File: src/rtl/multdiv_pkg.sv
// Shared encodings for the multi-cycle multiply/divide unit.
package multdiv_pkg;

    typedef enum logic [1:0] {
        OP_MULT  = 2'd0,
        OP_MULTU = 2'd1,
        OP_DIV   = 2'd2,
        OP_DIVU  = 2'd3
    } op_e;

    typedef enum logic [1:0] {
        S_IDLE   = 2'd0,
        S_RUN    = 2'd1,
        S_FINISH = 2'd2
    } state_e;

    localparam int unsigned DIV0_MAX_W = 64;
    localparam logic [DIV0_MAX_W-1:0] DIV0_LO = '1;

endpackage

File: src/rtl/multdiv_signfix.sv
// Conditional two's-complement negate: magnitude extraction and result sign fix-up.
module multdiv_signfix #(
    parameter int unsigned W = 32
) (
    input  logic [W-1:0] val_i,
    input  logic         neg_i,
    output logic [W-1:0] res_o
);

    assign res_o = neg_i ? ('0 - val_i) : val_i;

endmodule

File: src/rtl/multdiv_unit.sv
// MIPS MULT/MULTU/DIV/DIVU unit: shift-add multiply, restoring divide, HI/LO registers.
// Optional MTHI/MTLO write ports are enabled with `define MULTDIV_HILO_WRITE_EN.
import multdiv_pkg::*;

module multdiv_unit #(
    parameter int unsigned WIDTH = 32
) (
    input  logic             clock,
    input  logic             reset,
    input  logic             start,
    input  logic [1:0]       op,
    input  logic [WIDTH-1:0] operandoA,
    input  logic [WIDTH-1:0] operandoB,
    output logic             busy,
    output logic             done,
    output logic             div_by_zero,
    output logic [WIDTH-1:0] hi,
    output logic [WIDTH-1:0] lo
`ifdef MULTDIV_HILO_WRITE_EN
    ,
    input  logic             wr_hi,
    input  logic             wr_lo,
    input  logic [WIDTH-1:0] entrada_hilo
`endif
);

    localparam int unsigned CNT_W = $clog2(WIDTH + 1);

    state_e               state_q, state_d;
    op_e                  op_q, op_d;
    logic [2*WIDTH-1:0]   acc_q, acc_d;
    logic [WIDTH-1:0]     opr_q, opr_d;
    logic [WIDTH-1:0]     a_raw_q, a_raw_d;
    logic [WIDTH-1:0]     hi_q, hi_d, lo_q, lo_d;
    logic                 neg_q, neg_d, negrem_q, negrem_d;
    logic                 done_q, done_d, dz_q, dz_d;
    logic [CNT_W-1:0]     cnt_q, cnt_d;

    logic [WIDTH-1:0]     mag_a, mag_b, quot_fix, rem_fix;
    logic [2*WIDTH-1:0]   prod_fix;
    logic [WIDTH:0]       mul_sum, div_shift, div_diff;
    logic                 op_is_div;

    multdiv_signfix #(.W(WIDTH)) u_mag_a (
        .val_i(operandoA), .neg_i(~op[0] & operandoA[WIDTH-1]), .res_o(mag_a));
    multdiv_signfix #(.W(WIDTH)) u_mag_b (
        .val_i(operandoB), .neg_i(~op[0] & operandoB[WIDTH-1]), .res_o(mag_b));
    multdiv_signfix #(.W(2*WIDTH)) u_fix_prod (
        .val_i(acc_q), .neg_i(neg_q), .res_o(prod_fix));
    multdiv_signfix #(.W(WIDTH)) u_fix_quot (
        .val_i(acc_q[WIDTH-1:0]), .neg_i(neg_q), .res_o(quot_fix));
    multdiv_signfix #(.W(WIDTH)) u_fix_rem (
        .val_i(acc_q[2*WIDTH-1:WIDTH]), .neg_i(negrem_q), .res_o(rem_fix));

    assign op_is_div = (op_q == OP_DIV) || (op_q == OP_DIVU);

    // Upper half of acc is the running product / partial remainder; lower half
    // holds the multiplier or dividend bits still to be consumed.
    assign mul_sum   = {1'b0, acc_q[2*WIDTH-1:WIDTH]} + (acc_q[0] ? {1'b0, opr_q} : '0);
    assign div_shift = {acc_q[2*WIDTH-1:WIDTH], acc_q[WIDTH-1]};
    assign div_diff  = div_shift - {1'b0, opr_q};

    always_comb begin
        state_d  = state_q;
        op_d     = op_q;
        acc_d    = acc_q;
        opr_d    = opr_q;
        a_raw_d  = a_raw_q;
        hi_d     = hi_q;
        lo_d     = lo_q;
        neg_d    = neg_q;
        negrem_d = negrem_q;
        dz_d     = dz_q;
        cnt_d    = cnt_q;
        done_d   = 1'b0;

        case (state_q)
            S_IDLE: begin
                if (start) begin
                    state_d  = S_RUN;
                    op_d     = op_e'(op);
                    a_raw_d  = operandoA;
                    cnt_d    = '0;
                    dz_d     = 1'b0;
                    neg_d    = ~op[0] & (operandoA[WIDTH-1] ^ operandoB[WIDTH-1]);
                    negrem_d = ~op[0] & op[1] & operandoA[WIDTH-1];
                    if (op[1]) begin
                        acc_d = {{WIDTH{1'b0}}, mag_a};
                        opr_d = mag_b;
                    end else begin
                        acc_d = {{WIDTH{1'b0}}, mag_b};
                        opr_d = mag_a;
                    end
                end
`ifdef MULTDIV_HILO_WRITE_EN
                else begin
                    if (wr_hi) hi_d = entrada_hilo;
                    if (wr_lo) lo_d = entrada_hilo;
                end
`endif
            end
            S_RUN: begin
                if (op_is_div) begin
                    // div_diff sign bit is the borrow: set means restore.
                    if (!div_diff[WIDTH])
                        acc_d = {div_diff[WIDTH-1:0], acc_q[WIDTH-2:0], 1'b1};
                    else
                        acc_d = {div_shift[WIDTH-1:0], acc_q[WIDTH-2:0], 1'b0};
                end else begin
                    acc_d = {mul_sum, acc_q[WIDTH-1:1]};
                end
                cnt_d = cnt_q + CNT_W'(1);
                if (cnt_q == CNT_W'(WIDTH - 1))
                    state_d = S_FINISH;
            end
            S_FINISH: begin
                state_d = S_IDLE;
                done_d  = 1'b1;
                if (op_is_div) begin
                    if (opr_q == '0) begin
                        lo_d = DIV0_LO[WIDTH-1:0];
                        hi_d = a_raw_q;
                        dz_d = 1'b1;
                    end else begin
                        lo_d = quot_fix;
                        hi_d = rem_fix;
                    end
                end else begin
                    {hi_d, lo_d} = prod_fix;
                end
            end
            default: state_d = S_IDLE;
        endcase
    end

    always_ff @(posedge clock or negedge reset) begin
        if (!reset) begin
            state_q  <= S_IDLE;
            op_q     <= OP_MULT;
            acc_q    <= '0;
            opr_q    <= '0;
            a_raw_q  <= '0;
            hi_q     <= '0;
            lo_q     <= '0;
            neg_q    <= 1'b0;
            negrem_q <= 1'b0;
            done_q   <= 1'b0;
            dz_q     <= 1'b0;
            cnt_q    <= '0;
        end else begin
            state_q  <= state_d;
            op_q     <= op_d;
            acc_q    <= acc_d;
            opr_q    <= opr_d;
            a_raw_q  <= a_raw_d;
            hi_q     <= hi_d;
            lo_q     <= lo_d;
            neg_q    <= neg_d;
            negrem_q <= negrem_d;
            done_q   <= done_d;
            dz_q     <= dz_d;
            cnt_q    <= cnt_d;
        end
    end

    assign busy        = (state_q == S_RUN);
    assign done        = done_q;
    assign div_by_zero = dz_q;
    assign hi          = hi_q;
    assign lo          = lo_q;

endmodule

File: config.mk
export PLATFORM = sky130hd
export DESIGN_NAME = multdiv_unit
export DESIGN_NICKNAME = d
export VERILOG_FILES = /design/src/rtl/multdiv_pkg.sv /design/src/rtl/multdiv_signfix.sv /design/src/rtl/multdiv_unit.sv
export SDC_FILE = /design/constraint.sdc
export NUM_CORES = 1
export LEC_CHECK = 0
export CAP_MARGIN = 20
export CORE_MARGIN = 1.5
export CORE_UTILIZATION = 55
export DETAILED_ROUTE_END_ITERATION = 7
export GPL_TIMING_DRIVEN = 0
export PLACE_DENSITY = 0.82
export SLEW_MARGIN = 15
export SYNTH_ARGS = -nofsm -noshare
export SYNTH_HDL_FRONTEND = slang
export SYNTH_SLANG_ARGS = --single-unit
File: constraint.sdc
create_clock -name clock -period 4.8 [get_ports clock]
set_clock_uncertainty 0.1 [all_clocks]
set_input_delay 1.2 -clock clock [delete_from_list [all_inputs] [get_ports clock]]
set_output_delay 1.2 -clock clock [all_outputs]
set_load 0.01 [all_outputs]
==> After elaboration in Yosys (flattened, before gate mapping) <==
Index checks and enable logic that the tools add are counted.
Widths: inputs -> output; s select.
{ "totals": {"n_memories": 0, "mem_bits_rw": 0, "word_cells": 71, "out_inout_bits": 67, "romBits": 0, "latchBits": 0, "regBits": 206, "input_bits": 69} }
{ "op_classes": {"order_cmp": 0, "n_mux": 26, "multipliers": 0, "div_mod_pow": 0, "add_sub_neg": 8, "bitwise": 7, "reduce_logical": 9, "shift": 0, "eq_ne": 9} }
{ "ops": {"columns": ["op", "count"], "rows": [
  ["$mux 32", 11],
  ["$mux 64", 4],
  ["$pmux 64 s2", 1],
  ["$sub 1x32->32 const A", 4],
  ["$sub 1x64->64 const A", 1],
  ["$add 32x32->33", 1],
  ["$sub 33x32->33", 1],
  ["$logic_not 32->1", 1],
  ["$pmux 6 s2", 1],
  ["$add 6x1->6 const B", 1],
  ["$eq 2x2->1 const B", 3],
  ["$eq 6x5->1 const B", 1],
  ["$mux 6", 1],
  ["$ne 2x2->1 const B", 3],
  ["$reduce_and 2->1", 3],
  ["$and 1x1->1", 5],
  ["$mux 1", 4],
  ["$mux 2", 2],
  ["$pmux 2 s2", 1],
  ["$reduce_and 4->1", 1],
  ["$reduce_bool 2->1", 2],
  ["$eq 2x1->1 const B", 1],
  ["$logic_not 2->1", 1],
  ["$ne 2x1->1 const B", 1],
  ["other kinds (4)", 4]
]} }

==> Longest topological paths before layout <==
{ "logic_depth": {"depth_word": 6, "depth_mapped": 15} }

==> Cells and area by module <==
A second synthesis with hierarchy kept.
{ "hier_totals": {"hier_cells": 2335, "area_unflattened_um2": 18601.6} }
{ "by_module_without_submodules": {"columns": ["module", "area_per_inst_um2", "instances", "cells_per_inst"], "rows": [
  ["multdiv_unit", 14098.5, 1, 1714],
  ["multdiv_signfix at u_fix_rem ...", 767.0, 3, 108],
  ["multdiv_signfix at u_fix_prod", 1453.9, 1, 198],
  ["multdiv_signfix at u_fix_quot", 748.2, 1, 99]
]} }

==> Worst setup path after synthesis <==
Ideal clock, no wire load.
{ "synth_path": {"kind": "in2reg", "startpoint": "input operandoA[17]", "endpoint": "register acc_q[30]", "arrival_time_ps": 3676, "setup_slack_ps": 882, "cell_stages": 10, "setup_ps": 142, "path_buffers": 0, "cell_sequence": "or4_1 > or3_1 > or3_1 > or3_1 > nor3_1 > a21oi_1 > xnor2_1 > nand2_1 > a221oi_1 > a21oi_1"} }
{ "synth_via": {"elab_chain_len": 5} }
{ "synth_lines": {"columns": ["item", "line_no", "text"], "rows": [
  ["start, declared", "multdiv_unit.sv:12", "input logic [WIDTH-1:0] operandoA,"],
  ["$sub 1x32->32", "multdiv_signfix.sv:10", "assign res_o = neg_i ? ('0 - val_i) : val_i;"],
  ["$mux 32", "multdiv_signfix.sv:10", null],
  ["$mux 32", "multdiv_unit.sv:87", "if (op[1]) begin"],
  ["$mux 64", "multdiv_unit.sv:79", "if (start) begin"],
  ["$pmux 64 s2", "multdiv_unit.sv:77", "case (state_q)"],
  ["end signal, assigned", "multdiv_unit.sv:140", "acc_q <= '0;"],
  ["end signal, assigned", "multdiv_unit.sv:153", "acc_q <= acc_d;"],
  ["end, declared", "multdiv_unit.sv:31", "logic [2*WIDTH-1:0] acc_q, acc_d;"]
]} }
No other way between the ends. The select of a mux whose other input is x is not followed.
A chain may end at the register's enable or synchronous reset.

==> Worst setup path in the final report <==
{ "layout_path": {"startpoint": "register acc_q[31]", "endpoint": "register acc_q[51]"} }
{ "layout_via": {"elab_chain_len": 4} }
{ "layout_lines": {"columns": ["item", "line_no", "text"], "rows": [
  ["$sub 33x32->33", "multdiv_unit.sv:61", "assign div_diff = div_shift - {1'b0, opr_q};"],
  ["$mux 64", "multdiv_unit.sv:105", "if (!div_diff[WIDTH])"],
  ["$mux 64", "multdiv_unit.sv:103", "if (op_is_div) begin"],
  ["$pmux 64 s2", "multdiv_unit.sv:77", null]
]} }
No other way between the ends.

==> impl_metrics.env <==
export IMPL_crit_arrival_ps=5020
export IMPL_rows=63
export IMPL_drc=1
export IMPL_slew_headroom_pct=38.29
export IMPL_syn_avg_cell_area_um2=7.820
export IMPL_violations="DRC"
export IMPL_core_area_um2=29560
export IMPL_post_cts_buffers=0
export IMPL_cts_root_buf="clkbuf_16"
export IMPL_dpl_hpwl_um=51970
export IMPL_yosysWarnings=0
export IMPL_critPathRequiredTime_ps=5090
export IMPL_finalSetupTns_ps=0
export IMPL_timing_hold_ws_ps=335.2
export IMPL_path_clk_slew_ps=60
export IMPL_setup_viol=0
export IMPL_drive_gt1_share_pct=3.377
export IMPL_tightestPinTransition_ps=925.6
export IMPL_first_pass_iters=8
export IMPL_crit_buf_inv=3
export IMPL_start_kind="flop"
export IMPL_reg2reg_from="acc_q[31]$_DFFE_PN0P_"
export IMPL_synthTopCellsByCount="nand2_1 (277), nor2_1 (214), dfrtp_1 (205)"
export IMPL_async_reset_ff_share_pct=100.0
export IMPL_worstSkewPairLatency_ps=550
export IMPL_die_w_um=175.9
export IMPL_die_h_um=175.9
export IMPL_synthTopCellsByArea="dfrtp_1 (31%), nand2_1 (6.3%), xnor2_1 (6.0%), o21ai_0 (6.0%), ha_1 (5.2%)"
export IMPL_critPathMaxFanout=10
export IMPL_finalInstanceArea_um2=19160
export IMPL_numPortBuffers=134
export IMPL_syn_nets=2243
export IMPL_ant_nets=0
export IMPL_hold_path_class="in -> async"
export IMPL_synth_seq_cells=205
export IMPL_drv_cap=0
export IMPL_p_leak_nw=8.021
export IMPL_drt_initial_drc_count=2261
export IMPL_grt_pass1_vias=16100
export IMPL_crit_family="compound AO/OA/AOI/OAI gates"
export IMPL_ios=136
export IMPL_antenna_found_initial=1
export IMPL_clock_sinks=205
export IMPL_place_congestion=1.016
export IMPL_status="finished with violations"
export IMPL_cp_startpoint="acc_q[31]$_DFFE_PN0P_"
export IMPL_rsz0062_at_grt="false"
export IMPL_gr_usage_all_layers_pct=42.50
export IMPL_synth_top_area_cell="dfrtp_1"
export IMPL_cts_buffers=23
export IMPL_critical_path_class="reg -> reg"
export IMPL_yosysUniqueCellTypes=74
export IMPL_syn_instance_count=2103
export IMPL_power_density_nw_per_um2=662.3
export IMPL_grt_max_degree=103
export IMPL_start_util_pct=55.64
export IMPL_cts_tree="yes"
export IMPL_cp_slowest_cell="dfrtp_1"
export IMPL_cts_buffer_depth=3
export IMPL_detail_route_wl_per_cell_um=24.85
export IMPL_timing_fmax_mhz=211.4
export IMPL_via_count=17450
export IMPL_critPathCaptureType="flop"
export IMPL_synth_top_area_share_pct=31.19
export IMPL_seq_area_frac_synth_pct=31.19
export IMPL_syn_area_um2=16450
export IMPL_max_stage_delay_ps=550
export IMPL_post_route_period_util_pct=98.54
export IMPL_ys_flop_type="dfrtp_1"
export IMPL_vias_per_cell=6.532
export IMPL_dieArea_um2=30950
export IMPL_power_mw=12.69
export IMPL_synthMostInstantiatedCell="nand2_1"
export IMPL_finalHoldViolCount=0
export IMPL_htree_levels=1
export IMPL_syn_to_final_growth_pct=16.52
export IMPL_placed_cell_area_um2=18340
export IMPL_path_cells="inv_1, ha_1, fa_1, nand2b_1, a21oi_1, o21ai_0, o21a_1, a21oi_2, a31o_2, xor2_2, clkbuf_4, clkbuf_4, mux2i_1, o21ai_0"
export IMPL_grt_overflow=0
export IMPL_nNetsFinal=2404
export IMPL_grt_pass1_wl_um=98810
export IMPL_final_max_slew_viol_count=0
export IMPL_synth_edf_count=0
export IMPL_ir_worst_vdd_v=0.0005587
export IMPL_drt_wl_total_um=66380
export IMPL_period_minus_slack_ps=4730
## registers in the layout, summed over array words and instances (netlist names)
register and cells:
a_raw_q 32, acc_q 64, cnt_q 6, div_by_zero 1, done 1, hi 32
lo 32, neg_q 1, negrem_q 1, op_q 1, opr_q 32, state_q 2
## per-layer routing
layer | track usage (%) | wire [um]
met3 | 8.290 | 7738
met2 | 64.67 | 28290
met5 | 0 | 0
met4 | 19.69 | 3778
met1 | 58.19 | 26570
## cells by family (layout without fill, tap and decap cells)
group / count (synthesis) / after routing / share of synthesized area, %
buffers and inverters: 214 / 391 / 4.922
adder cells (fa/ha/maj): 71 / 71 / 5.493
other: 0 / 1 / 0
AO/OA/AOI/OAI: 659 / 659 / 24.99
flip-flops: 205 / 205 / 31.19
AND/OR/NAND/NOR: 689 / 689 / 18.75
multiplexers: 66 / 66 / 4.047
XOR/XNOR: 199 / 199 / 10.60
## stage by stage
stage	setup WS, ps	utilization, %	instances
2_1_floorplan	882.3	-	2103
3_3_place_gp	-6084	61.82	2627
3_5_place_dp	-126.1	62.03	2629
4_1_cts	22.20	64.75	2670
5_1_grt	14.75	64.82	2670
6_report	69.97	64.83	2671
## cell usage in the layout (no fill, tap or decap), types with 71 or more instances in the layout
cell type / n
xnor2_1: 113
nand2_1: 277
nor2_1: 214
o21ai_0: 196
xor2_1: 85
clkbuf_1: 128
dfrtp_1: 205
inv_1: 71
clkdlybuf4s50_1: 133
a21oi_1: 164
## layout make-up
type	count	area (um2)
buffer	142	548.0
inverter	72	270.3
timing repair buffer	136	1401
fill	2653	10400
tap	390	488.0
multi-input combinational	1684	10520
antenna	1	2.502
sequential	205	5130
clock inverter	13	185.2
clock buffer	28	614.3
## where the power goes
| part | leakage (nW) | total, mW | internal, mW | switching [mW] |
|---|---|---|---|---|
| Sequential | 2.46 | 2.96 | 2.21 | 0.757 |
| Clock | 0.391 | 1.91 | 1.13 | 0.780 |
| Combinational | 5.17 | 7.82 | 3.05 | 4.77 |
| Total | 8.02 | 12.7 | 6.39 | 6.31 |
## path summary, 6_finish.rpt
path                                          to  slack (ps)  cells past startpoint
max                        acc_q[51]$_DFFE_PN0P_          70                     14
min                           hi[28]$_DFFE_PN0P_         340                      1
max reg2reg                acc_q[51]$_DFFE_PN0P_          70                     14
min reg2reg                   hi[25]$_DFFE_PN0P_         380                      2
max in group asynchronous  acc_q[13]$_DFFE_PN0P_        3090                      3
min in group clock            hi[25]$_DFFE_PN0P_         380                      2
## timing repair
action | 4_1_cts | 5_1_grt
endpoints found under the setup margin | 20 | 27
resized for setup | 2 | 8
hold buffers | 0 | 0
(Power assumes the default switching activity.)
